**config.mk**
```make
export PLATFORM = sky130hd
export DESIGN_NAME = seg7_control_flat
export DESIGN_NICKNAME = d
export VERILOG_FILES = /design/src/rtl/seg7_control_if.sv /design/src/rtl/seg7_control.sv /design/src/flat_wrapper.sv
export SDC_FILE = /design/constraint.sdc
export NUM_CORES = 1
export LEC_CHECK = 0
export ABC_AREA = 0
export CORE_UTILIZATION = 43
export CTS_BUF_LIST = sky130_fd_sc_hd__clkbuf_8
export DETAILED_ROUTE_END_ITERATION = 16
export HOLD_SLACK_MARGIN = 0.12
export PLACE_DENSITY = 0.78
export SYNTH_ARGS = -nofsm -noshare
export SYNTH_HDL_FRONTEND = slang
export SYNTH_SLANG_ARGS = --single-unit
```
**constraint.sdc**
```tcl
create_clock -name clk -period 1.7 [get_ports clk]
set_clock_uncertainty 0.1 [all_clocks]
set_input_delay 0.425 -clock clk [delete_from_list [all_inputs] [get_ports clk]]
set_output_delay 0.425 -clock clk [all_outputs]
set_load 0.1 [all_outputs]
```
**src/rtl/seg7_control_if.sv**
```systemverilog
// seg7_control_if: segment patterns in, multiplexed anode/cathode lines out
interface seg7_control_if;
    logic [7:0] in3;
    logic [7:0] in2;
    logic [7:0] in1;
    logic [7:0] in0;
    logic [3:0] anodo;
    logic [7:0] catodo;
    modport master (output in3, in2, in1, in0, input anodo, catodo);
    modport slave (input in3, in2, in1, in0, output anodo, catodo);
endinterface

```
**src/rtl/seg7_control.sv**
```systemverilog
// seg7_control: 4-digit time-multiplexed 7-segment driver; define SEG7_CONTROL_BLANK_EN to blank the last clock of each slot
module seg7_control #(
    parameter int REFRESH_DIV = 50000,
    parameter int CNT_W = 16
) (
    input logic clk,
    input logic rst,
    seg7_control_if.slave bus
);
    logic [CNT_W-1:0] cnt;
    logic [1:0] sel;
    logic last;
    logic [7:0] pat;
    logic [3:0] an_nxt;
    logic [7:0] cat_nxt;
    assign last = cnt == CNT_W'(REFRESH_DIV - 1);
    always_comb begin
        pat = sel == 2'd0 ? bus.in0 : sel == 2'd1 ? bus.in1 : sel == 2'd2 ? bus.in2 : bus.in3;
`ifdef SEG7_CONTROL_BLANK_EN
        an_nxt = last ? 4'b1111 : ~(4'b0001 << sel);
        cat_nxt = last ? 8'hFF : pat;
`else
        an_nxt = ~(4'b0001 << sel);
        cat_nxt = pat;
`endif
    end
    always_ff @(posedge clk or posedge rst) begin
        if (rst) begin
            cnt <= '0;
            sel <= 2'd0;
            bus.anodo <= 4'b1111;
            bus.catodo <= 8'hFF;
        end else begin
            cnt <= last ? '0 : cnt + 1'b1;
            sel <= last ? sel + 2'd1 : sel;
            bus.anodo <= an_nxt;
            bus.catodo <= cat_nxt;
        end
    end
endmodule

```
**src/flat_wrapper.sv**
```systemverilog
// flat-port wrapper written by rule: the top's interface ports become plain ports
module seg7_control_flat 
#(
    parameter int REFRESH_DIV = 50000,
    parameter int CNT_W = 16
)
  (clk, rst, bus_in3, bus_in2, bus_in1, bus_in0, bus_anodo, bus_catodo);
  seg7_control_if bus_i ();
  input logic clk;
  input logic rst;
  input wire logic [$bits(bus_i.in3)-1:0] bus_in3;
  input wire logic [$bits(bus_i.in2)-1:0] bus_in2;
  input wire logic [$bits(bus_i.in1)-1:0] bus_in1;
  input wire logic [$bits(bus_i.in0)-1:0] bus_in0;
  output wire logic [$bits(bus_i.anodo)-1:0] bus_anodo;
  output wire logic [$bits(bus_i.catodo)-1:0] bus_catodo;
  assign bus_i.in3 = bus_in3;
  assign bus_i.in2 = bus_in2;
  assign bus_i.in1 = bus_in1;
  assign bus_i.in0 = bus_in0;
  assign bus_anodo = bus_i.anodo;
  assign bus_catodo = bus_i.catodo;
  seg7_control #(.REFRESH_DIV(REFRESH_DIV), .CNT_W(CNT_W)) u_core (.clk(clk), .rst(rst), .bus(bus_i));
endmodule
```
Word-level counts from Yosys, hierarchy flattened
Cells that the tools add are included.
{"block": "classes", "addsub": 2, "n_eq_ne": 3, "shifts": 1, "muxes": 4, "bitwise": 1, "n_reduce_logical": 1}
{"operator": "two-way mux 8 bit", "n": 3}
{"operator": "adder 16 x 1 -> 16 bit (second input constant)", "n": 1}
{"operator": "equality test 16 bit (second input constant)", "n": 1}
{"operator": "two-way mux 16 bit", "n": 1}
{"operator": "inverter 4 bit", "n": 1}
{"operator": "<< shifter 1 x 2 -> 4 bit (first input constant)", "n": 1}
{"operator": "adder 2 x 1 -> 2 bit (second input constant)", "n": 1}
{"operator": "equality test 2 x 1 -> 1 bit (second input constant)", "n": 1}
{"operator": "equality test 2 bit (second input constant)", "n": 1}
{"operator": "logical NOT 2 bit", "n": 1}
{"block": "word_totals", "register_bits": 30, "inputBits": 34, "out_inout_bits": 12, "wordCells": 16}

Depth between registers and ports, before layout
{"block": "depth", "ltp_word": 4, "mapped_depth": 7, "depth_no_buf": 6}

Worst setup path after synthesis
No wires, ideal clock.
{"block": "synth_timing", "kind": "register -> register", "startpoint": "register u_core.cnt[7]", "endpoint": "register u_core.sel[1]", "arrival_time_ns": 1.551, "required_ns": 1.475, "setup_slack_ns": -0.076, "path_stages_with_launch": 4, "path_buffers": 0, "synth_period_minus_slack_ns": 1.776, "path_cell_list": "dfrtp_1 -> or4b_1 -> nor4_2 -> mux2_2"}
{"block": "synth_between", "elab_chain_cells": 1}
{"element": "start, declared", "line_no": "seg7_control.sv:10", "rtl": "logic [CNT_W-1:0] cnt;"}
{"element": "start signal, assigned", "line_no": "seg7_control.sv:34", "rtl": "cnt <= last ? '0 : cnt + 1'b1;"}
{"element": "equality test 16 bit", "line_no": "seg7_control.sv:16", "rtl": "assign last = cnt == CNT_W'(REFRESH_DIV - 1);"}
{"element": "end signal, assigned", "line_no": "seg7_control.sv:35", "rtl": "sel <= last ? sel + 2'd1 : sel;"}
{"element": "end, declared", "line_no": "seg7_control.sv:11", "rtl": "logic [1:0] sel;"}
No other way between the ends.
A chain may end at the register's enable or synchronous reset.

Worst setup path in the final report
Ends and elaborated chain as after synthesis.

==> impl_metrics.ini <==
[critical_path]
path_depth = 3
max_stage_delay_ns = 0.54
cp_top_family = simple AND/OR/NAND/NOR gates
critPathKind = flip-flop to flip-flop
crit_required_ns = 1.76
cp_max_fo = 2
cp.buffers_inverters = 0
reg2reg_depth = 3
ff2ff_setup_slack_ns = 0.01
crit_arrival_ns = 1.75
slowest_stage = or4b_4
worstPathCellList = or4b_4 -> nor4_2 -> mux2_2
endpoint_kind = flip-flop
cp-start-kind = flip-flop

[die]
die_y_um = 59.8
die_area_mm2 = 0.00357
io-pin-count = 46
chipWidth_um = 59.8
core_mm2 = 0.00310
initial_core_util = 0.462
row_count = 20

[routing]
vias = 1226
drt_wl_total_mm = 3.20
via_per_inst = 5.00
ant_nets = 0
firstDrtPassIters = 4
drc_errors = 0
drtIter0Drc = 64
routedWlPerCell_um = 13.0

[clocking]
ctsHoldBuffers = 0
cts-root-buf = clkbuf_8
cts_tree = done
cts_htree_levels = 2
clk-insertion-delay-late_ns = 0.28
clk_pin_slew_ns = 0.06
clock-sinks = 30
cts_buffers = 5
clockBufferDepth = 2

[min_path]
min_path_type = input port to asynchronous set/reset pin

[final_layout]
layout_common_cells = clkdlybuf4s50_1, nor2_1, dfrtp_1
final_util = 0.731
nFillCells = 216
layout_commonest_cell = clkdlybuf4s50_1
insertedDiodeCount = 0
layout-drive-gt1-share = 0.244
final_nets = 239
area_delta_synth_final_pct = 58.0

[sta]
slew_headroom = 0.664
fmax_mhz = 592
rsz0062_at_grt = yes
drv_slew = 0
post-route-period-util = 0.993
setup_tns_ns = 0
period_needed_ns = 1.69
finalSetupViolCount = 0
worst_pin_slew_ns = 0.504
hold_viol_final = 0

[synth]
synthFlopType = dfrtp_1
ys_async_sr_fraction = 1.00
syn_avg_cell_area_um2 = 10.1
synth_cells = 142
synth_seq_cells = 30
synth-edff-count = 0
synth_nets = 181
netlist_area_mm2 = 0.00144
synth_cell_types = 22
ys_seq_area_frac = 0.534
ys_warn_count = 0

[power_and_ir_drop]
power_mw = 1.54
power.density_mw_per_mm2 = 681
ir_worst_vdd_v = 0.000480
p_leak_nw = 0.997

[global_route]
track_usage = 0.206
grt_pass1_wl_mm = 5.05
grt_pass1_vias = 1192
grt_max_degree = 31
grt_antenna_before_repair = 0
overflow = 0

[placement]
portBuffers = 45
gp_congestion = 0.828
hpwl_mm = 2.37

[status]
status = completed

[flow_run]
drv_cap = 0
-- where the power goes --
group	internal, mW	switching, mW
registers	0.733	0.00837
clock network	0.319	0.249
logic	0.119	0.114
total	1.17	0.372
-- repair_timing --
item                                    CTS  global route
endpoints found under the setup margin    2             8
buffers inserted                          0             2
gates cloned                              0             0
pin swaps                                 0             2
gates resized for setup                   2             4
hold endpoints to repair                  0             0
-- worst register-to-register path, delay by kind of cell, from the launching register on --
kind             cells  cell delay (ns)
flip-flops           1             0.37
AND/OR/NAND/NOR      2             0.74
multiplexers         1             0.37
-- worst paths after layout --
path | start | end
hold reg to reg | u_core.cnt[13]$_DFF_PP0_ | u_core.cnt[13]$_DFF_PP0_
min in group clk | u_core.cnt[13]$_DFF_PP0_ | u_core.cnt[13]$_DFF_PP0_
setup reg to reg | u_core.cnt[7]$_DFF_PP0_ | u_core.sel[1]$_DFFE_PP0N_
setup / recovery | u_core.cnt[7]$_DFF_PP0_ | u_core.sel[1]$_DFFE_PP0N_
hold / removal | rst | u_core.cnt[5]$_DFF_PP0_
max in group asynchronous | rst | u_core.bus.catodo[1]$_DFF_PP1_
-- per-layer routing --
metal / vias to the layer above / routed length (um) / GRT usage / share of wire
met4: 0 / 45 / 0.110 / 0.014
met1: 582 / 1230 / 0.216 / 0.38
li1: 584 / - / - / -
met5: - / 0 / 0 / 0
met3: 4 / 305 / 0.108 / 0.095
met2: 56 / 1620 / 0.333 / 0.51
-- cells in the mapped netlist, types with 4 or more instances --
cell type	n	share of area
mux2i_1	8	0.056
nand4_1	4	0.017
clkbuf_1	4	0.010
dfrtp_1	18	0.31
inv_1	10	0.026
xnor2_1	10	0.061
o21ai_0	8	0.028
xor2_1	5	0.031
nand3_1	6	0.021
nand2_1	11	0.029
nor2_1	21	0.055
ha_1	5	0.044
a21oi_1	8	0.028
dfstp_2	12	0.22
-- flip-flops by register name, summed over array words and instances, names as in the netlist --
name and flops:
u_core.bus.catodo 8, u_core.cnt 16, u_core.sel 2, u_core.bus.anodo 4
-- logic make-up (layout without fill, tap and decap cells) --
group / count (synthesis) / count (layout) / share of synthesized area
adder cells (fa/ha/maj): 5 / 5 / 0.0436
AND/OR/NAND/NOR: 52 / 52 / 0.170
buffers and inverters: 15 / 74 / 0.0418
multiplexers: 9 / 9 / 0.0636
flip-flops: 30 / 30 / 0.534
AO/OA/AOI/OAI: 16 / 16 / 0.0558
XOR/XNOR: 15 / 15 / 0.0915
-- area by class of cell --
type,instances,area [um2],area share
well taps,44,55.1,0.0243
multi-input cells,97,639,0.282
flip-flops and latches,30,766,0.338
repair buffers,56,678,0.299
clock buffers,6,82.6,0.0364
clock inverters,2,8.76,0.00386
inverters,10,37.5,0.0166
-- per-stage QoR --
step | hold WS, ns | setup WS [ns] | instance area [um2] | std cells
6_report | 0.380 | 0.0111 | 2270 | 245
5_1_grt | 0.392 | -0.0541 | 2270 | 245
4_1_cts | 0.374 | 0.00117 | 2230 | 243
3_5_place_dp | 0.386 | -0.0140 | 2130 | 235
3_3_place_gp | 0.366 | 0.0473 | 2130 | 235
2_1_floorplan | 0.352 | 0.0351 | 1440 | 142
No activity file was read; power rests on OpenSTA's default activity.
==> edit 1 (same settings) <==
Reset style: synchronous (`rst`), changed in one clocked block.
--- a/src/rtl/seg7_control.sv
+++ b/src/rtl/seg7_control.sv
@@ -26,3 +26,3 @@
     end
-    always_ff @(posedge clk or posedge rst) begin
+    always_ff @(posedge clk) begin
         if (rst) begin
Formal check against the unedited RTL: differs if rst is asserted again (counterexample within 4 cycles, from zero or initial values and one cycle with rst high); with rst held inactive, the same outputs for 10 cycles.
==> edit 1 against the unedited design <==
- final area is 1.2% lower
- total power increased by 8.9%
- global-route usage is 1.9 points higher
- critical path depth up 1
- synthesized area decreased by 3.7%
- the flow now finishes with violations (setup timing)
- sequential share of layout area is 6.8 points lower
- first-iteration DRC count fell by 53%
- setup slack worse by 0.21 ns
- wire length rose by 5.4%
- non-clock buffer count rose by 8
- core utilization is 0.30 points higher
- sequential cell count unchanged
- sequential power shrank 1%
==> edit 1: results (changes against the unedited design) <==
Synthesis
  • Top FF cell, synth: dfxtp_1 (was dfrtp_1)
  • Count of different cell masters after synthesis: 26 (was 22)
  • Seq/Total Area, Yosys: 43.4% (was 53.4%)
  • Most area-consuming cells after synthesis: dfxtp_1 43%, xor2_1 7.6%, mux2i_1 6.5%, nor2_1 6.5%, ha_1 4.5% (was dfrtp_1 31%, dfstp_2 22%, xnor2_1 6.1%, mux2i_1 5.6%, nor2_1 5.5%)
  • Synthesized-area fraction occupied by adder cells: 4.52% (was 4.36%)
  • Top cell types by occurrence after synthesis: 30 x dfxtp_1, 24 x nor2_1, 16 x nand2_1 (was 21 x nor2_1, 18 x dfrtp_1, 12 x dfstp_2)
  • Async SR Flop Fraction: 0% (was 100%)

Global routing
  • Met2 Usage GRT: 39.7% (was 33.3%)
  • Gr usage total: 22.5% (was 20.6%)
  • Pin count of the biggest net entering global routing: 18 (was 31)
  • First-pass GRT wire length: 5640 um (was 5050 um)

Final layout
  • Filler cells: 232 (was 216)
  • Proportion of layout cells with a drive suffix above 1: 22.8% (was 24.4%)
  • Area occupied by multi-input gates: 733 um^2 (was 639 um^2)
  • Finished Layout Cells: 259 (was 245)
  • Inverters, non-clock: 3 (was 10)
  • Fraction of area in registers: 27.0% (was 33.8%)

Timing
  • Slack of the critical path: -0.199 ns (was 0.0111 ns)
  • Endpoints failing setup: 17 (was 0)

Power
  • P_leak: 0.927 nW (was 0.997 nW)
  • Switching share of power: 24.3% (was 24.1%)
  • Max rail drop VDD: 0.519 mV (was 0.480 mV)

Setup path
  • Slowest cell on the critical path: or4_4 (was or4b_4)
  • Max FO, Critical Path: 4 (was 2)
  • Critical Path Max Stage Delay: 0.62 ns (was 0.54 ns)

Drt
  • Number of DRC markers after the initial detailed-route iteration: 30 (was 64)

Place
  • Total instance count after detailed placement: 251 (was 235)

CTS
  • Post-cts resize count: 3 (was 2)

Outcome
  • Violations in the final reports: setup timing
  • Status: finished, violations left (was finished, final reports clean)
-- edit 1: cell count changes in the layout (fill, tap and decap cells not counted), moves of 4 or more --
cell	before	now
dfxtp_1	0	27
dfrtp_1	18	0
dfstp_2	12	0
buf_4	9	18
inv_1	11	3
o211ai_1	0	8
o21ai_0	8	0
xnor2_1	10	2
xor2_1	5	12
nand2_1	11	16
nor2_1	20	24
-- edit 1: final timing paths --
kind | from | end | slack [ns] | cells after the start
worst min-delay path | u_core.cnt[15] | u_core.cnt[15] | 0.39 | 2
worst max register to register | u_core.cnt[13] | u_core.sel[1] | -0.20 | 4
worst min register to register | u_core.cnt[15] | u_core.cnt[15] | 0.39 | 2
worst max-delay path | u_core.cnt[13] | u_core.sel[1] | -0.20 | 4
-- edit 1: power by group through the flow --
| stage | registers, mW | clock network, mW | logic, mW |
|---|---|---|---|
| 6_report | 0.733 | 0.666 | 0.282 |
| 5_1_grt | 0.735 | 0.717 | 0.296 |
| 4_1_cts | 0.733 | 0.685 | 0.282 |
| 3_5_place_dp | 0.749 | 0 | 0.277 |
| 3_3_place_gp | 0.749 | 0 | 0.272 |
| 2_1_floorplan | 0.827 | 0 | 0.0477 |
-- edit 1: metrics by stage --
stage	area (um^2)	setup WS, ns	power (mW)	setup TNS (ns)
CTS	2240	-0.187	1.70	-2.77
finish	2240	-0.199	1.68	-2.89
detailed placement	2110	-0.287	1.03	-4.57
global route	2240	-0.235	1.75	-3.40
global placement	2110	-0.250	1.02	-4.08
floorplan	1390	-0.216	0.874	-3.06
-- edit 1: per-layer routing --
metal	up-vias	share of wire [%]	routed length (um)
met2	49	50	1670
met3	8	9.3	315
met4	0	2.5	83
li1	646	-	-
met1	561	39	1300
met5	-	0	0
==> edit 2 (same flow settings) <==
Made on the original files. `CNT_W` is set to 16 in 2 places; all go to 18.
--- a/src/rtl/seg7_control.sv
+++ b/src/rtl/seg7_control.sv
@@ -3,3 +3,3 @@
     parameter int REFRESH_DIV = 50000,
-    parameter int CNT_W = 16
+    parameter int CNT_W = 18
 ) (
--- a/src/flat_wrapper.sv
+++ b/src/flat_wrapper.sv
@@ -4,3 +4,3 @@
     parameter int REFRESH_DIV = 50000,
-    parameter int CNT_W = 16
+    parameter int CNT_W = 18
 )
Behaviour: same outputs for any inputs over 10 cycles, from zero or initial values and one cycle with rst high; that may be too few to reach the edited logic, so the function may still have changed.
==> edit 2 against the unedited design <==
- setup slack improved by 0.0063 ns
- wire length increased by 4.2%
- sequential cell count increased by 2
- final area increased by 4.6%
- total power increased by 13%
- core utilization decreased by 3.1 points
- synthesized area increased by 7.2%
- largest power group unchanged
==> edit 2: results (changes against the unedited design) <==
Setup path
  • Slowest cell on the critical path: dfrtp_1 (was or4b_4)
  • Worst reg2reg path depth: 5 (was 3)
  • Crit path from: u_core.cnt[0] (was u_core.cnt[7])
  • Critical Path Max Stage Delay: 0.37 ns (was 0.54 ns)
  • Max FO, Critical Path: 3 (was 2)

Synthesis
  • Xor and xnor fraction of the mapped netlist area: 9.11% (was 9.15%)
  • Share of the synthesized area in compound gates (AO/OA/AOI/OAI): 5.85% (was 5.58%)
  • Fraction of synthesized area in multiplexers: 5.93% (was 6.36%)
  • Seq/Total Area, Yosys: 53.0% (was 53.4%)
  • Net count of the mapped netlist: 190 (was 181)
  • Synth Instances: 151 (was 142)

Drt
  • Number of DRC markers after the initial detailed-route iteration: 100 (was 64)
  • DR WL met2: 1690 um (was 1620 um)
  • Vias post-DR: 1272 (was 1226)
  • Wire length on met3: 219 um (was 305 um)
  • Met1 Routed Length: 1340 um (was 1230 um)

Final layout
  • Finished Layout Cells: 257 (was 245)
  • Final net count: 249 (was 239)

Power
  • Switching pwr: 411 uW (was 372 uW)
  • Post-layout total power: 1.74 mW (was 1.54 mW)

Global routing
  • Pin count of the biggest net entering global routing: 33 (was 31)
  • Met1 routing resource usage after global routing: 19.6% (was 21.6%)
  • First-pass GRT wire length: 5220 um (was 5050 um)
  • Gr usage total: 19.6% (was 20.6%)
  • Met3 demand-to-capacity share in global routing: 6.21% (was 10.8%)
  • Met2 Usage GRT: 35.2% (was 33.3%)

Place
  • Standard cell area after detailed placement: 2250 um^2 (was 2130 um^2)
  • Final RePlAce weighted congestion: 0.882 (was 0.828)

Timing
  • Pin slew with the least headroom to its limit: 0.513 ns (was 0.504 ns)

Outcome
  • Status: finished, final reports clean (unchanged)
edit 2: cell types whose count changed after synthesis, sizes merged, moves of 2 or more:
cell	before	now
inv	10	7
xnor2	10	8
dfrtp	18	20
nand4	4	6
xor2	5	8
nand2	11	15
edit 2: cells by family (layout without fill, tap and decap cells):
kind of cell,count (synthesis),in the layout
simple gates,59,59
compound gates,18,18
buf+inv,12,72
xor+xnor,16,16
mux,9,9
fa+ha+maj,5,5
flops,32,32
edit 2: timing repair:
item	CTS	global route
buffers inserted	1	0
resized for setup	0	2
pin swaps	0	1
endpoints found under the setup margin	1	4
edit 2: layout make-up:
type,count,area [um^2],area share (%)
clock buffer,5,68.8,2.90
clock inverter,3,38.8,1.64
inverter,7,26.3,1.11
multi-input combinational,107,676,28.5
sequential,32,816,34.4
tap,46,57.6,2.43
timing repair buffer,57,689,29.1
edit 2: tightest hold or removal path, cell delays in order:
cell             delay, ns
clkdlybuf4s50_1       0.39
inv_1                 0.09
buf_12                0.21
